**config.mk**
```make
export PLATFORM = sky130hd
export DESIGN_NAME = seg_scan_ctrl_flat
export DESIGN_NICKNAME = d
export VERILOG_FILES = /design/src/rtl/seg_scan_if.sv /design/src/rtl/seg_scan_ctrl.sv /design/src/flat_wrapper.sv
export SDC_FILE = /design/constraint.sdc
export NUM_CORES = 1
export LEC_CHECK = 0
export CORE_ASPECT_RATIO = 1.2
export CORE_MARGIN = 2
export CORE_UTILIZATION = 59
export CTS_BUF_LIST = sky130_fd_sc_hd__clkbuf_8 sky130_fd_sc_hd__clkbuf_16
export DETAILED_ROUTE_END_ITERATION = 7
export GPL_ROUTABILITY_DRIVEN = 0
export MAX_ROUTING_LAYER = met4
export PLACE_DENSITY = 0.9
export REMOVE_ABC_BUFFERS = 1
export SETUP_SLACK_MARGIN = 0.5
export SKIP_CTS_REPAIR_TIMING = 1
export SYNTH_ARGS = -nofsm -noshare
export SYNTH_HDL_FRONTEND = slang
export SYNTH_SLANG_ARGS = --single-unit
```
**constraint.sdc**
```tcl
create_clock -name clk -period 3.8 [get_ports clk]
set_input_delay 0.76 -clock clk [delete_from_list [all_inputs] [get_ports clk]]
set_output_delay 0.76 -clock clk [all_outputs]
set_load 0.1 [all_outputs]
```
**src/rtl/seg_scan_if.sv**
```systemverilog
// Load-side inputs and segment/digit drive outputs of the 3-digit display scanner.
interface seg_scan_if;
   logic       load;
   logic [7:0] value;
   logic       base_hex;
   logic       blank_lz;
   logic       err;
   logic [6:0] seg;
   logic [2:0] dig_en;
   logic       frame_done;

   modport master (output load, value, base_hex, blank_lz, err,
                   input  seg, dig_en, frame_done);
   modport slave  (input  load, value, base_hex, blank_lz, err,
                   output seg, dig_en, frame_done);
endinterface

```
**src/rtl/seg_scan_ctrl.sv**
```systemverilog
// Time-multiplexed 3-digit common-anode 7-segment scanner with octal/hex decode,
// leading-zero blanking, error blink and frame-synchronous double buffering.
module seg_scan_ctrl #(
   parameter int unsigned DIV      = 50000,
   parameter int unsigned GAP      = 16,
   parameter int unsigned BLINK_FR = 32
) (
   input  logic      clk,
   input  logic      rst_n,
   seg_scan_if.slave bus
);

   localparam int unsigned CMAX = (DIV > GAP) ? DIV : GAP;
   localparam int unsigned CW   = $clog2(CMAX + 1);
   localparam int unsigned FW   = (BLINK_FR > 1) ? $clog2(BLINK_FR) : 1;
   localparam logic [6:0]  SEG_BLANK = 7'b1111111;
   localparam logic [6:0]  SEG_DASH  = 7'b0111111;

   typedef struct packed {
      logic [7:0] value;
      logic       base_hex;
      logic       blank_lz;
      logic       err;
   } disp_t;

   typedef enum logic {S_SHOW, S_GAP} state_t;

   function automatic logic [6:0] glyph(input logic [3:0] d);
      logic [6:0] g;
      case (d)
         4'h0: g = 7'b1000000;  4'h1: g = 7'b1111001;
         4'h2: g = 7'b0100100;  4'h3: g = 7'b0110000;
         4'h4: g = 7'b0011001;  4'h5: g = 7'b0010010;
         4'h6: g = 7'b0000010;  4'h7: g = 7'b1111000;
         4'h8: g = 7'b0000000;  4'h9: g = 7'b0010000;
         4'hA: g = 7'b0001000;  4'hB: g = 7'b0000011;
         4'hC: g = 7'b1000110;  4'hD: g = 7'b0100001;
         4'hE: g = 7'b0000110;  default: g = 7'b0001110;
      endcase
      return g;
   endfunction

   state_t          state_q, state_d;
   logic [1:0]      idx_q, idx_d;
   logic [CW-1:0]   cnt_q, cnt_d;
   disp_t           shadow_q, shadow_d;
   disp_t           disp_q, disp_d;
   logic            phase_q, phase_d;
   logic [FW-1:0]   fcnt_q, fcnt_d;
   logic [6:0]      seg_q, seg_d;
   logic [2:0]      dig_en_q, dig_en_d;
   logic            fd_q, fd_d;

   logic            advance, boundary;
   logic [3:0]      d0, d1, d2;
   logic            bl1, bl2;
   logic [6:0]      sel;

   // Next-state logic; outputs are decoded from the next state so they register in step with it.
   always_comb begin
      state_d  = state_q;
      idx_d    = idx_q;
      cnt_d    = cnt_q + CW'(1);
      shadow_d = shadow_q;
      disp_d   = disp_q;
      phase_d  = phase_q;
      fcnt_d   = fcnt_q;
      advance  = 1'b0;
      boundary = 1'b0;
      d0 = 4'h0; d1 = 4'h0; d2 = 4'h0;
      bl1 = 1'b0; bl2 = 1'b0;
      sel      = SEG_BLANK;
      seg_d    = SEG_BLANK;
      dig_en_d = 3'b111;
      fd_d     = 1'b0;

      if (bus.load) shadow_d = {bus.value, bus.base_hex, bus.blank_lz, bus.err};

      case (state_q)
         S_SHOW: if (cnt_q == CW'(DIV)) begin
            if (GAP == 0) advance = 1'b1;
            else begin
               state_d = S_GAP;
               cnt_d   = CW'(1);
            end
         end
         S_GAP: if (cnt_q == CW'(GAP)) advance = 1'b1;
         default: state_d = S_SHOW;
      endcase

      if (advance) begin
         state_d  = S_SHOW;
         cnt_d    = CW'(1);
         boundary = (idx_q == 2'd2);
         idx_d    = boundary ? 2'd0 : idx_q + 2'd1;
      end

      // Frame boundary: commit shadow and step the blink phase (restart on entering/leaving error).
      if (boundary) begin
         disp_d = shadow_q;
         fd_d   = 1'b1;
         if (!shadow_q.err || !disp_q.err) begin
            phase_d = 1'b1;
            fcnt_d  = '0;
         end else if (fcnt_q == FW'(BLINK_FR - 1)) begin
            phase_d = ~phase_q;
            fcnt_d  = '0;
         end else begin
            fcnt_d  = fcnt_q + FW'(1);
         end
      end

      if (disp_d.base_hex) begin
         d0  = disp_d.value[3:0];
         d1  = disp_d.value[7:4];
         bl2 = 1'b1;
      end else begin
         d0  = {1'b0, disp_d.value[2:0]};
         d1  = {1'b0, disp_d.value[5:3]};
         d2  = {2'b00, disp_d.value[7:6]};
         bl2 = disp_d.blank_lz && (d2 == 4'h0);
      end
      bl1 = disp_d.blank_lz && (d1 == 4'h0) && bl2;

      case (idx_d)
         2'd0:    sel = glyph(d0);
         2'd1:    sel = bl1 ? SEG_BLANK : glyph(d1);
         default: sel = bl2 ? SEG_BLANK : glyph(d2);
      endcase
      if (disp_d.err) sel = phase_d ? SEG_DASH : SEG_BLANK;

      if (state_d == S_SHOW) begin
         seg_d = sel;
         case (idx_d)
            2'd0:    dig_en_d = 3'b110;
            2'd1:    dig_en_d = 3'b101;
            default: dig_en_d = 3'b011;
         endcase
      end
   end

   always_ff @(posedge clk or negedge rst_n) begin
      if (!rst_n) begin
         state_q  <= S_SHOW;
         idx_q    <= 2'd0;
         cnt_q    <= '0;
         shadow_q <= '0;
         disp_q   <= '0;
         phase_q  <= 1'b1;
         fcnt_q   <= '0;
         seg_q    <= SEG_BLANK;
         dig_en_q <= 3'b111;
         fd_q     <= 1'b0;
      end else begin
         state_q  <= state_d;
         idx_q    <= idx_d;
         cnt_q    <= cnt_d;
         shadow_q <= shadow_d;
         disp_q   <= disp_d;
         phase_q  <= phase_d;
         fcnt_q   <= fcnt_d;
         seg_q    <= seg_d;
         dig_en_q <= dig_en_d;
         fd_q     <= fd_d;
      end
   end

   assign bus.seg        = seg_q;
   assign bus.dig_en     = dig_en_q;
   assign bus.frame_done = fd_q;

endmodule
```
**src/flat_wrapper.sv**
```systemverilog
// flat-port wrapper written by rule: the top's interface ports become plain ports
module seg_scan_ctrl_flat 
#(
   parameter int unsigned DIV      = 50000,
   parameter int unsigned GAP      = 16,
   parameter int unsigned BLINK_FR = 32
)
  (clk, rst_n, bus_load, bus_value, bus_base_hex, bus_blank_lz, bus_err, bus_seg, bus_dig_en, bus_frame_done);
  seg_scan_if bus_i ();
  input  logic clk;
  input  logic rst_n;
  input wire logic [$bits(bus_i.load)-1:0] bus_load;
  input wire logic [$bits(bus_i.value)-1:0] bus_value;
  input wire logic [$bits(bus_i.base_hex)-1:0] bus_base_hex;
  input wire logic [$bits(bus_i.blank_lz)-1:0] bus_blank_lz;
  input wire logic [$bits(bus_i.err)-1:0] bus_err;
  output wire logic [$bits(bus_i.seg)-1:0] bus_seg;
  output wire logic [$bits(bus_i.dig_en)-1:0] bus_dig_en;
  output wire logic [$bits(bus_i.frame_done)-1:0] bus_frame_done;
  assign bus_i.load = bus_load;
  assign bus_i.value = bus_value;
  assign bus_i.base_hex = bus_base_hex;
  assign bus_i.blank_lz = bus_blank_lz;
  assign bus_i.err = bus_err;
  assign bus_seg = bus_i.seg;
  assign bus_dig_en = bus_i.dig_en;
  assign bus_frame_done = bus_i.frame_done;
  seg_scan_ctrl #(.DIV(DIV), .GAP(GAP), .BLINK_FR(BLINK_FR)) u_core (.clk(clk), .rst_n(rst_n), .bus(bus_i));
endmodule
```
### Yosys cells after proc, flatten, opt, wreduce, memory -nomap -nowiden

Memory sizes are Yosys's and may differ from the RTL's.
Cells that the tools add are included.

* word-level logic and storage cells: 67
* input port bits: 14
* flip-flop bits (word level): 58
* memories: 3
* bits in read-only memories: 336
* output and inout bits: 11

* bitwise operators: 1
* equal/unequal tests: 5
* reductions and logical operators: 9
* muxes and demuxes: 30
* add/sub/neg operators: 3

Memories
* (no name shown): depth 16, width 7, rd ports 1, clocked after Yosys merged registers in 0, wr ports 0, line seg_scan_ctrl.sv:30 `case (d)`
* (no name shown): depth 16, width 7, rd ports 1, clocked after Yosys merged registers in 0, wr ports 0, line seg_scan_ctrl.sv:30
* (no name shown): depth 16, width 7, rd ports 1, clocked after Yosys merged registers in 0, wr ports 0, line seg_scan_ctrl.sv:30

Operators by type and width (number)
* $mux W16: 3
* $mux W7: 5
* $add A16 B1 Y16 const B: 1
* $eq A16 B16 Y1 const B: 1
* $eq A16 B5 Y1 const B: 1
* $pmux W7 S2: 1
* $mux W1: 11
* $mux W11: 1
* $mux W5: 2
* $mux W4: 2
* $mux W2: 3
* $pmux W3 S2: 1
* $add A5 B1 Y5 const B: 1
* $eq A5 B5 Y1 const B: 1
* $logic_not A2 Y1: 2
* $logic_not A4 Y1: 1
* $logic_and A1 B1 Y1: 3
* $mux W3: 1
* $add A2 B1 Y2 const B: 1
* $eq A2 B1 Y1 const B: 1
* $eq A2 B2 Y1 const B: 1
* $logic_not A1 Y1: 2
* $logic_or A1 B1 Y1: 1
* $not A1 Y1: 1

### Depth between registers and ports, before layout

Gate-level depths: netlist of the first run.

* depth in word-level cells: 13
* depth in mapped cells: 14
* depth with buffers taken out: 13

### Worst setup path after synthesis of the first run

OpenSTA, ideal clock, no wires.

* path type: register to register
* from: register u_core.cnt_q[0]
* to: register u_core.seg_q[3], in the netlist u_core.bus.seg[3]
* clock period less this slack: 3.094 ns
* required time: 3.702 ns
* library setup time: 0.098 ns
* stages on the path, launching flop included: 14
* arrival time: 2.996 ns
* path slack: 0.706 ns
* path buffers: 2
* cells stage by stage: dfrtp_1 > inv_1 > ha_1 > nor4b_4 > nand4b_2 > or3_1 > buf_2 > buf_2 > mux2i_1 > ha_1 > nor3_1 > a211oi_1 > a211o_1 > o311ai_1

* longest elaborated chain between the ends: 13
* elaborated cells on any way between the ends: 29
* those cells by class: 3 x eq/ne; 17 x mux; 6 x reduce/logical; 3 x memory

Ends and longest elaborated chain
* start: declaration: line seg_scan_ctrl.sv:45 `logic [CW-1:0] cnt_q, cnt_d;`
* start signal: assignment: line seg_scan_ctrl.sv:157 `cnt_q <= cnt_d;`
* branches (longest 12 deep; another with $mem_v2 Z16 W7)
* $mux W7 *: line seg_scan_ctrl.sv:132 `if (state_d == S_SHOW) begin`
* via u_core.seg_d[3]: line seg_scan_ctrl.sv:50 `logic [6:0] seg_q, seg_d;`
* end signal: assignment: line seg_scan_ctrl.sv:162 `seg_q <= seg_d;`
* end: declaration: line seg_scan_ctrl.sv:50

Mark *: on every way through the listed nets, which the timed path passes.
A chain may end at the register's enable or synchronous reset.

### Worst setup path in the final report of the first run

* from: register u_core.cnt_q[4]
* to: register u_core.seg_q[5], in the netlist u_core.bus.seg[5]

* elaborated cells on any way between the ends: 29
* those cells by class: 3 x eq/ne; 17 x mux; 6 x reduce/logical; 3 x memory

RTL lines
* $eq A16 B5 Y1: line seg_scan_ctrl.sv:87 `S_GAP: if (cnt_q == CW'(GAP)) advance = 1'b1;`
* $mux W1: line seg_scan_ctrl.sv:87
* $mux W1: line seg_scan_ctrl.sv:79 `case (state_q)`
* $mux W1: line seg_scan_ctrl.sv:91 `if (advance) begin`
* via u_core.boundary: line seg_scan_ctrl.sv:54 `logic advance, boundary;`
* $mux W11: line seg_scan_ctrl.sv:99 `if (boundary) begin`
* $mux W4: line seg_scan_ctrl.sv:113 `if (disp_d.base_hex) begin`
* via u_core.d0[2]: line seg_scan_ctrl.sv:55 `logic [3:0] d0, d1, d2;`
* $mem_v2 Z16 W7
* $pmux W7 S2: line seg_scan_ctrl.sv:125 `case (idx_d)`
* $mux W7: line seg_scan_ctrl.sv:130 `if (disp_d.err) sel = phase_d ? SEG_DASH : SEG_BLANK;`
* $mux W7: line seg_scan_ctrl.sv:132
* via u_core.seg_d[5]: line seg_scan_ctrl.sv:50

The timed path passes the listed nets, and every way through them passes these cells.

==> summary.md, run 1 <==
| Metric | Value |
|---|---|
| Area leader, netlist | `dfrtp_1` |
| Largest net degree at the start of global routing | `43` |
| Worst path max stage delay | `0.55 ns` |
| Synth warn | `0` |
| Number of max-cap violations | `0` |
| CP max-delay cell | `mux2i_1` |
| Outcome | `finished clean` |
| Worst clock skew | `0.007865 ns` |
| # setup viols final | `0` |
| Die H | `88.43 um` |
| Port bufs | `24` |
| Initial DRT Pass Iterations | `6` |
| Commonest non-fill, non-tap cells in the layout | `dfrtp_1 (47), nand2_1 (42), clkdlybuf4s50_1 (23)` |
| N_diodes | `0` |
| Worst Tran Pin Value | `about 1 ns` |
| Number of synthesized flops with an enable pin | `0` |
| Total GRT Usage | `0.2824` |
| Reg-to-Reg End | `u_core.bus.seg[5]` |
| Hold Crit Class | `reg -> reg` |
| Worst Setup Path Type | `reg -> reg` |
| Yosys top cell area share | `0.3356` |
| CTS tree | `yes` |
| CORE AREA | `0.005705 mm2` |
| Clock-pin slew on the worst setup and hold paths | `0.07 ns` |
| Syn-to-layout area delta | `16.10%` |
| Reg2Reg Setup Slack | `around 0.57 ns` |
| Die width | `~74 um` |
| Vias per std cell | `6.015` |
| Tmin final | `3.225 ns` |
| Commonest non-fill, non-tap cell in the layout | `dfrtp_1` |
| Tcrit/Tclk final | `0.8488` |
| Critical Path RT | `between 4 and 5 ns` |
| CP cell instances | `nor4bb_1 > nand4_1 > buf_4 > nor2_2 > mux2i_1 > inv_1 > or3_1 > a21o_1 > o211ai_1` |
| R2R cell count | `9` |
| CTS Buf Count | `9` |
| Initial core utilization | `0.6143` |
| Final worst setup slack | `0.5747 ns` |
| Total wire length | `around 8000 um` |
| DRC errors left | `0` |
| Filler Cell Count | `412` |
| HPWL Detailed | `around 5700 um` |
| Leak Pwr | `1.788 nW` |
| Wire length of the first global-routing pass | `between 10,000 and 15,000 um` |
| Via Count | `2,839` |
| Boundary pin count | `25` |
| H-tree Lvls | `3` |
| Layout Nets | `419` |
| Reg2reg start | `u_core.cnt_q[4]` |
| CTS root buffer | `clkbuf_8` |
| Max FO, Critical Path | `9` |
| CP bufs+invs | `2` |
| Final hold vios | `0` |
| Gate Count Post-Synth | `361` |
| Max rail drop VDD | `256.4 uV` |
| Sequential area share after synthesis | `0.4181` |
| Worst Hold Endpoint | `u_core.disp_q[1]` |
| WP data arrival | `approximately 3.5 ns` |
| Synth top area cells | `dfrtp_1 (34%), dfstp_2 (8.2%), ha_1 (6.4%)` |
| Number of synthesized register bits | `58` |
| RSZ-0062 raised after global routing | `true` |
| HP Start | `u_core.disp_q[1]` |
| Antenna Nets Post-Route | `0` |
| Initial antenna violation count | `0` |
| Drt wl/cell | `17.27 um` |
| Worst slew margin | `0.3352` |
| Detailed Route Iter0 Violations | `231` |
| Unique cell type count in the Yosys netlist | `61` |
| Share of cells above drive strength 1 | `0.1633` |
| Clk sinks | `58` |
| CP endpoint kind | `register` |
| Pre-CTS WS | `0.6160 ns` |
| Clk Latency, worst-skew pair | `0.34 ns` |
| Final TNS setup | `0 ns` |
| Asr flop ratio synth | `1.000` |
| CTS Buffer Depth | `2` |
| Vias in the first global route | `2,888` |
| Post-synthesis cell area | `0.003505 mm2` |
| Critical Path Source Type | `register` |
| WHS Path Cells | `2` |
| CP delay by family, top | `simple AND/OR/NAND/NOR gates` |
| Num rows | `30` |
| Avg Inst Size Synth | `9.708 um2` |
| Total die area | `0.006575 mm2` |
| Fmax | `0.3100 GHz` |
| Ys flop type | `dfrtp_1` |
| Total grt overflow | `0` |
| Final Util | `0.7132` |
| Final Max Slew Viols | `0` |
| Pwr/cell area | `325.8 mW/mm2` |
==> through the flow <==
stage	instance area (um2)	total power [W]	cells	hold slack (ns)
floorplan	3443	0.0006798	348	0.4306
global placement	3809	0.0007159	456	0.4476
detailed placement	3809	0.0007178	456	0.4570
CTS	4033	0.001334	472	0.4717
global route	4069	0.001374	472	0.5075
finish	4069	0.001326	472	0.4685
==> per-layer routing <==
metal | global-route usage | vias to the layer above | part of all wire
met5 | - | - | 0
met4 | 0.1380 | 0 | 0.032
met3 | 0.06492 | 28 | 0.057
met2 | 0.4545 | 128 | 0.49
met1 | 0.3321 | 1343 | 0.42
li1 | - | 1340 | -
==> final cells by class <==
cell class              instances  area, um2  area share
clock buffers                  13      178.9     0.04397
clock inverters                 3      45.04     0.01107
repair buffers                 28      265.3     0.06519
inverters                      15      56.30     0.01384
multi-input cells             275       1958      0.4812
flip-flops and latches         58       1465      0.3601
well taps                      80      100.1     0.02460
==> tightest hold or removal path, delay by kind of cell, from the launching register on <==
family	cells	cell delay, ns
simple gates	2	0.10
flops	1	0.34
==> how the worst max path moves through the flow <==
stage / slack (ns) / startpoint / end / cells past startpoint
2_1_floorplan: 0.55 / u_core.cnt_q[0] / u_core.bus.seg[3] / 11
3_3_place_gp: 0.72 / u_core.cnt_q[0] / u_core.bus.seg[3] / 13
3_5_place_dp: 0.62 / u_core.cnt_q[0] / u_core.bus.seg[5] / 13
4_1_cts: 0.49 / u_core.cnt_q[0] / u_core.bus.seg[5] / 13
5_1_grt: 0.41 / u_core.cnt_q[0] / u_core.bus.seg[5] / 13
6_report: 0.57 / u_core.cnt_q[4] / u_core.bus.seg[5] / 9
==> power by group <==
group          switching, W  leakage, nW  internal (W)
clock network      0.000243        0.108      0.000374
registers         0.0000175        0.732      0.000630
logic             0.0000323        0.947     0.0000290
==> registers in the layout, indices dropped and copies added (netlist names) <==
register,cells
u_core.cnt_q,16
u_core.disp_q,11
u_core.shadow_q,11
u_core.bus.seg,7
u_core.fcnt_q,5
u_core.bus.dig_en,3
u_core.idx_q,2
u_core.bus.frame_done,1
u_core.phase_q,1
u_core.state_q,1
==> cell families after synthesis <==
group	count (synthesis)	synth area share
AOI/OAI and AO/OA	80	0.1550
adders and majority gates	18	0.06426
buffers and inverters	28	0.03356
muxes	25	0.07854
and+or+nand+nor	135	0.2081
DFF	58	0.4181
xor gates and xnor gates	17	0.04248
==> cells in the mapped netlist (5+ instances only) <==
cell       n
a21o_1     5
a21oi_1   14
xor2_1     6
nand3_1   20
inv_1     14
ha_1      18
nor2b_1    5
clkbuf_1   7
dfrtp_1   47
a211oi_1   7
nor3_1     8
dfstp_2   11
mux2i_1   10
mux2_2    13
xnor2_1   11
nor3b_1    5
o21ai_0   22
o21a_1     6
nor2_1    20
and3_1     9
nand2_1   42
Note: power is estimated with default switching activity, not from simulation.
==> inputs of run 2 (changes only) <==
==> constraint.sdc (replaced) <==
create_clock -name clk -period 3.05 [get_ports clk]
set_input_delay 0.61 -clock clk [delete_from_list [all_inputs] [get_ports clk]]
set_output_delay 0.61 -clock clk [all_outputs]
set_load 0.1 [all_outputs]
==> run 2 against run 1 <==
Total power is 17% higher. Via count up 18%. Setup slack lost 0.48 ns. Wire length grew 29%. Final cell count rose by 7.2%. Maximum frequency rose by 9.3%. Critical endpoint is now u_core.bus.seg[6]. Largest power group unchanged.
==> summary.md, run 2 (synthesis gave the netlist of run 1 again) <==
| Metric | Value |
|---|---|
| Critical Path Start | `u_core.cnt_q[6] (was u_core.cnt_q[4])` |
| Share of cells above drive strength 1 | `0.3192 (was 0.1633)` |
| Clock-pin slew on the worst setup and hold paths | `0.07 ns (about the same)` |
| R2R cell count | `10 (was 9)` |
| # setup viols final | `0 (unchanged)` |
| Vias per std cell | `6.609 (was 6.015)` |
| Port bufs | `24 (unchanged)` |
| RSZ-0062 raised after global routing | `true (unchanged)` |
| Worst Setup Path Type | `reg -> reg (unchanged)` |
| Drt wl/cell | `20.77 um (was 17.27 um)` |
| CTS Buffer Depth | `2 (unchanged)` |
| CTS tree | `yes (unchanged)` |
| CP max-delay cell | `or3_4 (was mux2i_1)` |
| Largest reg by FF count | `u_core.cnt_q (unchanged)` |
| GRT met2 Usage | `0.4594 (was 0.4545)` |
| CORE AREA | `0.005705 mm2 (unchanged)` |
| Largest net degree at the start of global routing | `30 (was 43)` |
| CP cell instances | `nor4_4 > nand3b_1 > or3_4 > mux2i_4 > inv_2 > ha_4 > nor3b_4 > a21oi_2 > or3_1 > a41oi_2 (was nor4bb_1 > nand4_1 > buf_4 > nor2_2 > mux2i_1 > inv_1 > or3_1 > a21o_1 > o211ai_1)` |
| Total grt overflow | `0 (unchanged)` |
| Reg-to-Reg End | `u_core.bus.seg[6] (was u_core.bus.seg[5])` |
| CP endpoint kind | `register (unchanged)` |
| Initial core utilization | `0.6143 (unchanged)` |
| Num rows | `30 (unchanged)` |
| Clk sinks | `58 (unchanged)` |
| HPWL Detailed | `5854 um (was 5667 um)` |
| Met3 Usage GRT | `0.07289 (was 0.06492)` |
| Critical path endpoint | `u_core.bus.seg[6] (was u_core.bus.seg[5])` |
| Initial DRT Pass Iterations | `6 (unchanged)` |
| Grt met1 use | `0.3195 (was 0.3321)` |
| Final Util | `0.7792 (was 0.7132)` |
| DRC errors left | `0 (unchanged)` |
| Worst slew margin | `0.4684 (was 0.3352)` |
| Worst path max stage delay | `0.50 ns (was 0.55 ns)` |
| Layout Nets | `453 (was 419)` |
| Post-route cell area | `0.004446 mm2 (was 0.004069 mm2)` |
| Number of max-cap violations | `0 (unchanged)` |
| Commonest non-fill, non-tap cells in the layout | `buf_4 (47), dfrtp_1 (45), nand2_1 (42) (was dfrtp_1 (47), nand2_1 (42), clkdlybuf4s50_1 (23))` |
| Total wire length | `10,510 um (was 8153 um)` |
| Tcrit/Tclk final | `0.9679 (was 0.8488)` |
| Syn-to-layout area delta | `26.85% (was 16.10%)` |
| WP data arrival | `3.24 ns (was 3.48 ns)` |
| Max rail drop VDD | `338.0 uV (was 256.4 uV)` |
| Total GRT Usage | `0.2771 (was 0.2824)` |
| Final hold vios | `0 (unchanged)` |
| CP delay by family, top | `simple AND/OR/NAND/NOR gates (unchanged)` |
| Total die area | `0.006575 mm2 (unchanged)` |
| Max reg flops | `16 (unchanged)` |
| Tmin final | `2.952 ns (was 3.225 ns)` |
| CP bufs+invs | `1 (was 2)` |
| Reg2reg start | `u_core.cnt_q[6] (was u_core.cnt_q[4])` |
| Largest registers | `u_core.cnt_q: 16 flops, u_core.disp_q: 11 flops, u_core.shadow_q: 11 flops (unchanged)` |
| Hold Crit Class | `in -> async (was reg -> reg)` |
| Fmax | `0.3388 GHz (was 0.3100 GHz)` |
| CTS Buf Count | `9 (unchanged)` |
| Clk Latency, worst-skew pair | `0.36 ns (was 0.34 ns)` |
| Initial antenna violation count | `0 (unchanged)` |
| Die H | `88.43 um (unchanged)` |
| Vias in the first global route | `2,869 (was 2,888)` |
| H-tree Lvls | `3 (unchanged)` |
| Max FO, Critical Path | `6 (was 9)` |
| Die width | `74.36 um (unchanged)` |
| Leak Pwr | `1.965 nW (was 1.788 nW)` |
| Detailed Route Iter0 Violations | `385 (was 231)` |
| N_diodes | `0 (unchanged)` |
| Critical Path Stages | `10 (was 9)` |
| Critical Path Source Type | `register (unchanged)` |
| Final TNS setup | `0 ns (unchanged)` |
| Outcome | `finished clean (unchanged)` |
| Antenna Nets Post-Route | `0 (unchanged)` |
| Critical Path RT | `3.34 ns (was 4.05 ns)` |
| Final Max Slew Viols | `0 (unchanged)` |
| Boundary pin count | `25 (unchanged)` |
| CTS root buffer | `clkbuf_8 (unchanged)` |
| Commonest non-fill, non-tap cell in the layout | `buf_4 (was dfrtp_1)` |
| Via Count | `3,344 (was 2,839)` |
| Worst clock skew | `0.01182 ns (was 0.007865 ns)` |
| Wire length of the first global-routing pass | `13,310 um (was 13,580 um)` |
| Pwr/cell area | `348.9 mW/mm2 (was 325.8 mW/mm2)` |
| PnR Total Power | `0.001551 W (was 0.001326 W)` |
| Reg2Reg Setup Slack | `0.1 ns (was 0.57 ns)` |
| Worst Tran Pin Value | `0.7891 ns (was 0.9868 ns)` |
| Top Usage Layer GRT | `met2 (unchanged)` |
| Dpl cell area | `0.003864 mm2 (was 0.003809 mm2)` |
## run 2: per-stage QoR
step	instances	setup WS, ns	hold WS, ns
after floorplan	348	-0.2004	0.3144
after global placement	467	0.08503	0.4561
after detailed placement	467	-0.005357	0.4621
after CTS	483	-0.07199	0.1047
after global routing	506	0.03066	0.1148
final	506	0.09805	0.09661
## run 2: cell type report
cell class / count / area (um2)
repair buffers: 62 / 513.0
clock inverters: 6 / 41.29
clock buffers: 10 / 137.6
fillers: 353 / 1260
flip-flops and latches: 58 / 1468
multi-input cells: 275 / 2130
well taps: 80 / 100.1
inverters: 15 / 56.30
## run 2: how the worst min path moves through the flow
stage                       endpoint  slack, ns
2_1_floorplan  u_core.bus.frame_done       0.31
3_3_place_gp        u_core.disp_q[1]       0.46
3_5_place_dp        u_core.disp_q[1]       0.46
4_1_cts          u_core.shadow_q[10]       0.10
5_1_grt           u_core.shadow_q[9]       0.11
6_report          u_core.shadow_q[9]        0.1
## run 2: where the power goes
part | internal [W] | switching, W
sequential | 0.000784 | 0.0000188
clock | 0.000316 | 0.000344
combinational | 0.0000391 | 0.0000491
## run 2: worst register-to-register path: cells and delay by family, from the launching register on
family,cells,cell delay [ns]
simple gates,5,1.67
flops,1,0.46
mux,1,0.25
compound gates,2,0.19
fa+ha+maj,1,0.16
buf+inv,1,0.15
## run 2: metal layers
layer	part of all wire	vias to the layer above
met2	0.49	231
li1	-	1411
met3	0.075	62
met4	0.051	0
met5	0	-
met1	0.38	1640
==> inputs of run 3 (changes only) <==
--- a/config.mk
+++ b/config.mk
@@ -11,6 +11,7 @@
 export CTS_BUF_LIST = sky130_fd_sc_hd__clkbuf_8 sky130_fd_sc_hd__clkbuf_16
 export DETAILED_ROUTE_END_ITERATION = 7
 export GPL_ROUTABILITY_DRIVEN = 0
+export GPL_TIMING_DRIVEN = 0
 export MAX_ROUTING_LAYER = met4
 export PLACE_DENSITY = 0.9
 export REMOVE_ABC_BUFFERS = 1
==> run 3 against run 2 <==
The flow now finishes with violations (setup timing). Clock-buffer cell count unchanged. First-iteration DRC count up 8.1%. Critical endpoint is now u_core.bus.seg[2]. Sequential power up 0.6%.
==> summary.md, run 3 (synthesis gave the netlist of run 1 again) <==
| Metric | Value |
|---|---|
| Clk Latency, worst-skew pair | `0.35 ns (was 0.36 ns)` |
| Via Count | `3,320 (was 3,344)` |
| Boundary pin count | `25 (unchanged)` |
| Finished Layout Cells | `509 (was 506)` |
| CP endpoint kind | `register (unchanged)` |
| Syn-to-layout area delta | `29.74% (was 26.85%)` |
| CP max-delay cell | `or3_4 (unchanged)` |
| Leak Pwr | `2.094 nW (was 1.965 nW)` |
| Failing checks | `setup timing` |
| Critical Path RT | `3.31 ns (was 3.34 ns)` |
| CORE AREA | `0.005705 mm2 (unchanged)` |
| Drt wl/cell | `21.14 um (was 20.77 um)` |
| CP delay by family, top | `simple AND/OR/NAND/NOR gates (unchanged)` |
| RSZ-0062 raised after global routing | `true (unchanged)` |
| Final hold vios | `0 (unchanged)` |
| Total wire length | `10,760 um (was 10,510 um)` |
| Number of max-cap violations | `0 (unchanged)` |
| H-tree Lvls | `3 (unchanged)` |
| Final Max Slew Viols | `0 (unchanged)` |
| Critical Path Source Type | `register (unchanged)` |
| Outcome | `finished with violations (was finished clean)` |
| Antenna Nets Post-Route | `0 (unchanged)` |
| # setup viols final | `3 (was 0)` |
| Wire length of the first global-routing pass | `13,290 um (was 13,310 um)` |
| Final Util | `0.7969 (was 0.7792)` |
| PnR Total Power | `0.001545 W (was 0.001551 W)` |
| Die H | `88.43 um (unchanged)` |
| Filler Cell Count | `320 (was 353)` |
| Die width | `74.36 um (unchanged)` |
| CTS tree | `yes (unchanged)` |
| Pwr/cell area | `339.7 mW/mm2 (was 348.9 mW/mm2)` |
| Placed cells | `453 (was 467)` |
| Num rows | `30 (unchanged)` |
| HPWL Detailed | `5681 um (was 5854 um)` |
| Worst Tran Pin Value | `0.9779 ns (was 0.7891 ns)` |
| Max reg flops | `16 (unchanged)` |
| Clock-pin slew on the worst setup and hold paths | `0.07 ns (about the same)` |
| CTS Buffer Depth | `2 (unchanged)` |
| Commonest non-fill, non-tap cells in the layout | `dfrtp_1 (46), nand2_1 (42), buf_4 (38) (was buf_4 (47), dfrtp_1 (45), nand2_1 (42))` |
| Max rail drop VDD | `348.8 uV (was 338.0 uV)` |
| Share of cells above drive strength 1 | `0.2937 (was 0.3192)` |
| Final worst setup slack | `-0.08704 ns (was 0.09805 ns)` |
| N_diodes | `0 (unchanged)` |
| CTS root buffer | `clkbuf_8 (unchanged)` |
| Tmin final | `3.137 ns (was 2.952 ns)` |
| Max FO, Critical Path | `5 (was 6)` |
| Pre-CTS WS | `-0.8175 ns (was -0.005357 ns)` |
| Fmax | `0.3188 GHz (was 0.3388 GHz)` |
| Worst path max stage delay | `0.52 ns (was 0.50 ns)` |
| CP cell instances | `nor4_4 > nand3b_1 > or3_4 > mux2i_4 > inv_2 > buf_4 > ha_1 > nor3b_1 > o21ai_0 > o211ai_1 (was nor4_4 > nand3b_1 > or3_4 > mux2i_4 > inv_2 > ha_4 > nor3b_4 > a21oi_2 > or3_1 > a41oi_2)` |
| Layout Nets | `456 (was 453)` |
| Initial antenna violation count | `0 (unchanged)` |
| Tcrit/Tclk final | `1.029 (was 0.9679)` |
| Gate power share | `0.056 (was 0.057)` |
| Total die area | `0.006575 mm2 (unchanged)` |
| DRC errors left | `0 (unchanged)` |
| WP data arrival | `3.40 ns (was 3.24 ns)` |
| Vias in the first global route | `2,843 (was 2,869)` |
| Hold Crit Class | `in -> async (unchanged)` |
| Commonest non-fill, non-tap cell in the layout | `dfrtp_1 (was buf_4)` |
| Largest registers | `u_core.cnt_q: 16 flops, u_core.disp_q: 11 flops, u_core.shadow_q: 11 flops (unchanged)` |
| Clk sinks | `58 (unchanged)` |
| Vias per std cell | `6.523 (was 6.609)` |
| Detailed Route Iter0 Violations | `416 (was 385)` |
| Initial DRT Pass Iterations | `7 (was 6)` |
| Worst Setup Path Type | `reg -> reg (unchanged)` |
| CTS Buf Count | `9 (unchanged)` |
| Port bufs | `24 (unchanged)` |
| Int Pwr | `0.001138 W (was 0.001139 W)` |
| Fraction of power consumed by the clock network | `0.421 (was 0.425)` |
| Total grt overflow | `0 (unchanged)` |
| Largest reg by FF count | `u_core.cnt_q (unchanged)` |
| Sequential fraction of design power | `0.523 (was 0.518)` |
| CP bufs+invs | `2 (was 1)` |
| Worst clock skew | `0.007757 ns (was 0.01182 ns)` |
| Sw frac | `0.2631 (was 0.2657)` |
| Worst slew margin | `0.3470 (was 0.4684)` |
| Largest net degree at the start of global routing | `33 (was 30)` |
| Sw power | `0.0004064 W (was 0.0004121 W)` |
| Initial core utilization | `0.6143 (unchanged)` |
| Total GRT Usage | `0.2782 (was 0.2771)` |
## run 3: metal layers
| metal | vias to the layer above | GRT usage | routed length [um] |
|---|---|---|---|
| met4 | 0 | 0.09578 | 673 |
| met3 | 89 | 0.08200 | 846 |
| met2 | 245 | 0.4570 | 5259 |
| met5 | - | - | 0 |
| met1 | 1562 | 0.3253 | 3982 |
| li1 | 1424 | - | - |
## run 3: layout make-up
cell class	count	area, um2	share of cell area
multi-input cells	276	2160	0.4750
flip-flops and latches	58	1466	0.3225
repair buffers	64	585.6	0.1288
clock buffers	10	137.6	0.03027
well taps	80	100.1	0.02201
inverters	15	56.30	0.01238
clock inverters	6	41.29	0.009081
## run 3: power groups by stage
stage	Combinational [W]	Sequential, W	Clock [W]
2_1_floorplan	0.0000355	0.000812	0
3_3_place_gp	0.0000737	0.000817	0
3_5_place_dp	0.0000794	0.000817	0
4_1_cts	0.0000798	0.000804	0.000650
5_1_grt	0.0000935	0.000810	0.000697
6_report	0.0000861	0.000808	0.000650
## run 3: path summary, 6_finish.rpt
| path | from | slack (ns) | cells after the start | endpoint |
|---|---|---|---|---|
| max in group asynchronous | rst_n | 2.08 | 2 | u_core.bus.dig_en[2] |
| hold reg to reg | u_core.disp_q[1] | 0.50 | 2 | u_core.disp_q[1] |
| hold / removal | rst_n | 0.29 | 1 | u_core.shadow_q[10] |
| setup / recovery | u_core.cnt_q[15] | -0.09 | 10 | u_core.bus.seg[2] |
| min in group clk | u_core.disp_q[1] | 0.50 | 2 | u_core.disp_q[1] |
| setup reg to reg | u_core.cnt_q[15] | -0.09 | 10 | u_core.bus.seg[2] |
## run 3: through the flow
step	hold WS [ns]	area (um2)	setup TNS, ns
after CTS	0.3081	3983	-5.412
after floorplan	0.3144	3443	-0.7340
final	0.2938	4547	-0.1591
after global routing	0.3508	4547	-0.2933
after detailed placement	0.4849	3804	-5.031
after global placement	0.4511	3784	-20.90
